$ cat src/rtl/riscv_fetch_ctrl.sv
// Instruction fetch controller: issues one word-aligned fetch at a time to
// instruction memory and stages the returned instruction in a one-entry
// output buffer. Redirects retarget the PC, flush the buffer and kill the
// response of any request already accepted.
module riscv_fetch_ctrl #(
    parameter logic [31:0] RESET_PC = 32'h0000_2000
) (
    input  logic        clk,
    input  logic        rst,
    // Instruction-memory request channel
    output logic        imem_req_valid,
    input  logic        imem_req_ready,
    output logic [31:0] imem_req_addr,
    // Instruction-memory response channel
    input  logic        imem_resp_valid,
    input  logic [31:0] imem_resp_data,
    // Control flow
    input  logic        redirect_valid,
    input  logic [31:0] redirect_pc,
    input  logic        stall,
    // Output buffer towards decode
    input  logic        f_ready,
    output logic        f_valid,
    output logic [31:0] f_inst,
    output logic [31:0] f_pc,
    output logic        fetch_misaligned
);

    localparam logic [31:0] NOP = 32'h0000_0013;

    typedef enum logic [1:0] {
        StIdle,
        StReq,
        StWait
    } state_e;

    state_e      state_q, state_d;
    logic [31:0] pc_q, pc_d;
    logic [31:0] inflight_pc_q, inflight_pc_d;
    logic        kill_q, kill_d;
    logic        f_valid_q, f_valid_d;
    logic [31:0] f_inst_q, f_inst_d;
    logic [31:0] f_pc_q, f_pc_d;
    logic        misaligned_q, misaligned_d;

    logic drain;
    logic req_valid;
    logic accept;
    logic load;

    // Handshake terms shared by the FSM and the output buffer
    always_comb begin
        drain     = f_valid_q && f_ready && !stall;
        // A request only goes out when the buffer will have room for its answer.
        req_valid = (state_q == StReq) && (!f_valid_q || drain);
        accept    = req_valid && imem_req_ready;
        // Responses outside WAIT are protocol violations and never reach the buffer.
        load      = (state_q == StWait) && imem_resp_valid && !kill_q && !redirect_valid;
    end

    // FSM next state, fetch PC and kill tracking
    always_comb begin
        state_d       = state_q;
        pc_d          = pc_q;
        inflight_pc_d = inflight_pc_q;
        kill_d        = kill_q;

        unique case (state_q)
            StIdle: begin
                state_d = StReq;
            end
            StReq: begin
                if (accept) begin
                    state_d       = StWait;
                    inflight_pc_d = pc_q;
                    pc_d          = pc_q + 32'd4;
                    // The request just accepted belongs to the old stream.
                    kill_d        = redirect_valid;
                end
            end
            StWait: begin
                if (imem_resp_valid) begin
                    state_d = StReq;
                    kill_d  = 1'b0;
                end else if (redirect_valid) begin
                    kill_d = 1'b1;
                end
            end
            default: begin
                state_d = StIdle;
            end
        endcase

        // Redirect overrides any sequential advance.
        if (redirect_valid) begin
            pc_d = {redirect_pc[31:2], 2'b00};
        end
    end

    // Output buffer next state and sticky misalignment flag
    always_comb begin
        f_valid_d    = f_valid_q;
        f_inst_d     = f_inst_q;
        f_pc_d       = f_pc_q;
        misaligned_d = misaligned_q | (redirect_valid && (redirect_pc[1:0] != 2'b00));

        if (redirect_valid) begin
            f_valid_d = 1'b0;
        end else if (load) begin
            // A load in the same cycle as a drain simply replaces the entry.
            f_valid_d = 1'b1;
            f_inst_d  = imem_resp_data;
            f_pc_d    = inflight_pc_q;
        end else if (drain) begin
            f_valid_d = 1'b0;
        end
    end

    // State registers with asynchronous active-low reset
    always_ff @(posedge clk or negedge rst) begin
        if (!rst) begin
            state_q       <= StIdle;
            pc_q          <= RESET_PC;
            inflight_pc_q <= RESET_PC;
            kill_q        <= 1'b0;
            f_valid_q     <= 1'b0;
            f_inst_q      <= NOP;
            f_pc_q        <= 32'h0000_0000;
            misaligned_q  <= 1'b0;
        end else begin
            state_q       <= state_d;
            pc_q          <= pc_d;
            inflight_pc_q <= inflight_pc_d;
            kill_q        <= kill_d;
            f_valid_q     <= f_valid_d;
            f_inst_q      <= f_inst_d;
            f_pc_q        <= f_pc_d;
            misaligned_q  <= misaligned_d;
        end
    end

    assign imem_req_valid   = req_valid;
    assign imem_req_addr    = pc_q;
    assign f_valid          = f_valid_q;
    assign f_inst           = f_inst_q;
    assign f_pc             = f_pc_q;
    assign fetch_misaligned = misaligned_q;

endmodule
$ cat config.mk
export PLATFORM = sky130hd
export DESIGN_NAME = riscv_fetch_ctrl
export DESIGN_NICKNAME = d
export VERILOG_FILES = /design/src/rtl/riscv_fetch_ctrl.sv
export SDC_FILE = /design/constraint.sdc
export NUM_CORES = 1
export LEC_CHECK = 0
export ABC_AREA = 1
export CORE_ASPECT_RATIO = 1.2
export CORE_MARGIN = 2
export CORE_UTILIZATION = 48
export DETAILED_ROUTE_END_ITERATION = 8
export PLACE_DENSITY = 0.79
export SLEW_MARGIN = 30
export SYNTH_ARGS = -nofsm -noshare
export SYNTH_HDL_FRONTEND = slang
export SYNTH_SLANG_ARGS = --single-unit
$ cat constraint.sdc
create_clock -name clk -period 1.8 [get_ports clk]
set_input_delay 0.45 -clock clk [delete_from_list [all_inputs] [get_ports clk]]
set_output_delay 0.45 -clock clk [all_outputs]
set_load 0.05 [all_outputs]
==> qor.tcl <==
set qor(run_status) {complete, no violations}
set qor(crit_fanout) 2
set qor(synth_enable_flop_cells) 0
set qor(area_growth_syn_to_layout_pct) 43.73
set qor(die_extent_in_y_um) 126.9
set qor(grt_start_max_net_pins) 65
set qor(grt_pass1_vias) 5316
set qor(fp.dieArea_um2) 13490
set qor(antenna_violations_before_repair) 0
set qor(dpl.hpwl_mm) 11.11
set qor(route.detailed.drc) 0
set qor(yosys_register_bits) 127
set qor(synth-seq-area-share_pct) 52.75
set qor(gp_congestion) 0.9097
set qor(static-leakage-power_nw) 4.300
set qor(synth_cells) 755
set qor(final-instance-count-excl-fill) 1102
set qor(holdCritPathClass) {in2async}
set qor(fin_nets) 1002
set qor(detailroute.via_count) 5411
set qor(clock-root-buffer) {sky130_fd_sc_hd__clkbuf_16}
set qor(setup.worst_path.class) {in2out}
set qor(cell_area_after_synthesis_um2) 6037
set qor(synth_top_area_share_pct) 50.57
set qor(reg2reg_setup_slack_ns) 0.07
set qor(fin_crit_ns) 1.767
set qor(report.final.setup_viol) 0
set qor(first_iter_violations) 370
set qor(detail_route.wirelength_mm) 15.30
set qor(worstPathRequired_ns) 1.35
set qor(buffer_ports.inserted) 165
set qor(num_antenna_cells) 0
set qor(ys_async_sr_fraction_pct) 100.0
set qor(via_count_normalized_by_instance_count) 4.910
set qor(timing.setup.tns_ns) 0
set qor(maxCapViolCount) 0
set qor(final_cycle_utilization_of_the_critical_path_pct) 98.16
set qor(most_frequent_cells_in_the_layout) {sky130_fd_sc_hd__nand2_1, sky130_fd_sc_hd__dfrtp_1, sky130_fd_sc_hd__inv_1, sky130_fd_sc_hd__o21ai_0, sky130_fd_sc_hd__buf_4}
set qor(floorplan.io_pins) 170
set qor(finalHoldViolCount) 0
set qor(cts_inserted_buffers) 17
set qor(cp_data_arrival_time_ns) 1.32
set qor(finalCoreUtilization_pct) 71.32
set qor(grtUsageTotal_pct) 23.96
set qor(detail_route.wl_per_cell_um) 13.89
set qor(critPathCaptureType) {primary output}
set qor(postRouteAntennaNets) 0
set qor(synth.avg_cell_area_um2) 7.996
set qor(postSynth.topFlopCell) {sky130_fd_sc_hd__dfrtp_1}
set qor(floorplan.rows) 44
set qor(grt_first_pass_wirelength_mm) 25.52
set qor(tritoncts) {yes}
set qor(worstSkewPairLatency_ns) 0.41
set qor(final_layout_size_suffix_gt1_share_pct) 18.38
set qor(clock.fmax_ghz) 0.5660
set qor(ir_drop_mv) 0.8937
set qor(ys.warnings.count) 0
set qor(final.setup_skew_ns) 0.008514
set qor(synth_top_cells_by_area) {sky130_fd_sc_hd__dfrtp_1, sky130_fd_sc_hd__nand2_1, sky130_fd_sc_hd__o21ai_0}
set qor(dr.pass1.iters) 7
set qor(timing.critical_path.from_type) {input pin}
set qor(coreArea_um2) 12170
set qor(die_w_um) 106.4
set qor(starting_utilization_of_the_core_area_pct) 49.62
set qor(powerDensity_nw_per_um2) 1679
set qor(dp_cells) 1070
set qor(commonest_non_fill_non_tap_cell_in_the_layout) {sky130_fd_sc_hd__nand2_1}
set qor(rsz_0062_raised_after_global_routing) {false}
set qor(post_cts_clock_slew_at_the_launch_and_capture_registers_of_the_worst_setup_and_hold_paths_ns) 0.05
set qor(number_of_max_slew_violations_in_the_final_report) 0
set qor(cts.htree.levels) 4
set qor(gr-total-overflow) 0
set qor(cts_sinks) 127
set qor(synth_cell_types) 29
set qor(library_cell_with_the_largest_summed_area_after_synthesis) {sky130_fd_sc_hd__dfrtp_1}
set qor(cts_buffer_depth) 2
cells by family (layout without fill, tap and decap cells):
| logic type | after synthesis | count (layout) | share of synthesized area, % |
|---|---|---|---|
| other cells | 1 | 4 | 0.06212 |
| xor+xnor | 5 | 5 | 0.7254 |
| buf+inv | 154 | 337 | 11.21 |
| simple gates | 338 | 338 | 24.17 |
| compound gates | 129 | 129 | 10.88 |
| flops | 127 | 127 | 52.75 |
| fa+ha+maj | 1 | 1 | 0.2072 |
routing by layer:
metal,routed length (um),GRT usage [%],up-vias
met3,955,4.830,27
met4,345,8.901,0
met5,0,0,-
li1,-,-,2676
met2,7733,41.33,204
met1,6268,29.68,2504
registers in the layout, summed over array words and instances, names as in the netlist:
| register | cells |
|---|---|
| f_inst | 32 |
| f_pc | 30 |
| imem_req_addr | 30 |
| inflight_pc_q | 30 |
| state_q | 2 |
| f_valid | 1 |
| fetch_misaligned | 1 |
| kill_q | 1 |
where the power goes:
group | internal (W) | switching, W
Clock | 0.00227 | 0.00115
Combinational | 0.00228 | 0.00415
Sequential | 0.00390 | 0.000826
Yosys cell counts (2+ instances only):
library cell / n
sky130_fd_sc_hd__inv_2: 4
sky130_fd_sc_hd__clkbuf_1: 14
sky130_fd_sc_hd__buf_2: 4
sky130_fd_sc_hd__nand2_1: 234
sky130_fd_sc_hd__nor2_2: 3
sky130_fd_sc_hd__o21ai_0: 116
sky130_fd_sc_hd__buf_4: 5
sky130_fd_sc_hd__buf_6: 10
sky130_fd_sc_hd__nand2_2: 6
sky130_fd_sc_hd__o211ai_1: 2
sky130_fd_sc_hd__nor2_1: 33
sky130_fd_sc_hd__and2_1: 3
sky130_fd_sc_hd__nand3_1: 48
sky130_fd_sc_hd__nor2_4: 7
sky130_fd_sc_hd__dfrtp_1: 122
sky130_fd_sc_hd__o21ai_1: 8
sky130_fd_sc_hd__inv_1: 117
sky130_fd_sc_hd__dfstp_2: 5
sky130_fd_sc_hd__xor2_1: 4
cell type report:
| cell class | instances | area [um2] |
|---|---|---|
| tap | 161 | 201.4 |
| clock buffer | 24 | 481.7 |
| sequential | 127 | 3184 |
| multi-input combinational | 477 | 2190 |
| timing repair buffer | 186 | 2058 |
| inverter | 121 | 454.2 |
| fill | 955 | 3490 |
| clock inverter | 6 | 107.6 |
path summary, 6_finish.rpt:
check / start / end / cells past startpoint
max: stall / imem_req_valid / 4
min: rst / f_pc[12]$_DFFE_PN0P_ / 2
max reg2reg: imem_req_addr[3]$_DFFE_PN0P_ / imem_req_addr[20]$_DFFE_PN0P_ / 8
min reg2reg: f_pc[24]$_DFFE_PN0P_ / f_pc[24]$_DFFE_PN0P_ / 2
max in group asynchronous: rst / f_inst[1]$_DFFE_PN1P_ / 3
min in group clk: f_pc[24]$_DFFE_PN0P_ / f_pc[24]$_DFFE_PN0P_ / 2
through the flow:
step | cell area [um2] | power [W] | worst slack (ns) | hold WS (ns)
2_1_floorplan | 6048 | 0.008569 | 0.03513 | 0.1544
3_3_place_gp | 8069 | 0.01101 | -0.1665 | 0.2604
3_5_place_dp | 8069 | 0.01116 | -0.2393 | 0.2609
4_1_cts | 8677 | 0.01468 | 0.03921 | 0.3632
5_1_grt | 8677 | 0.01538 | 0.01456 | 0.3967
6_report | 8677 | 0.01457 | 0.03317 | 0.3818
repair_timing:
action / CTS / global route
endpoints found under the setup margin: 1 / 0
hold buffers: 1 / 0
resized for setup: 2 / 0
hold endpoints to repair: 1 / 0
setup buffers: 1 / 0
critical path, cell delays in order:
cell and delay (ns):
sky130_fd_sc_hd__clkdlybuf4s50_1 0.41, sky130_fd_sc_hd__o21ai_2 0.15, sky130_fd_sc_hd__and2_4 0.18, sky130_fd_sc_hd__buf_12 0.13
Power figures use the tool's default switching activity.
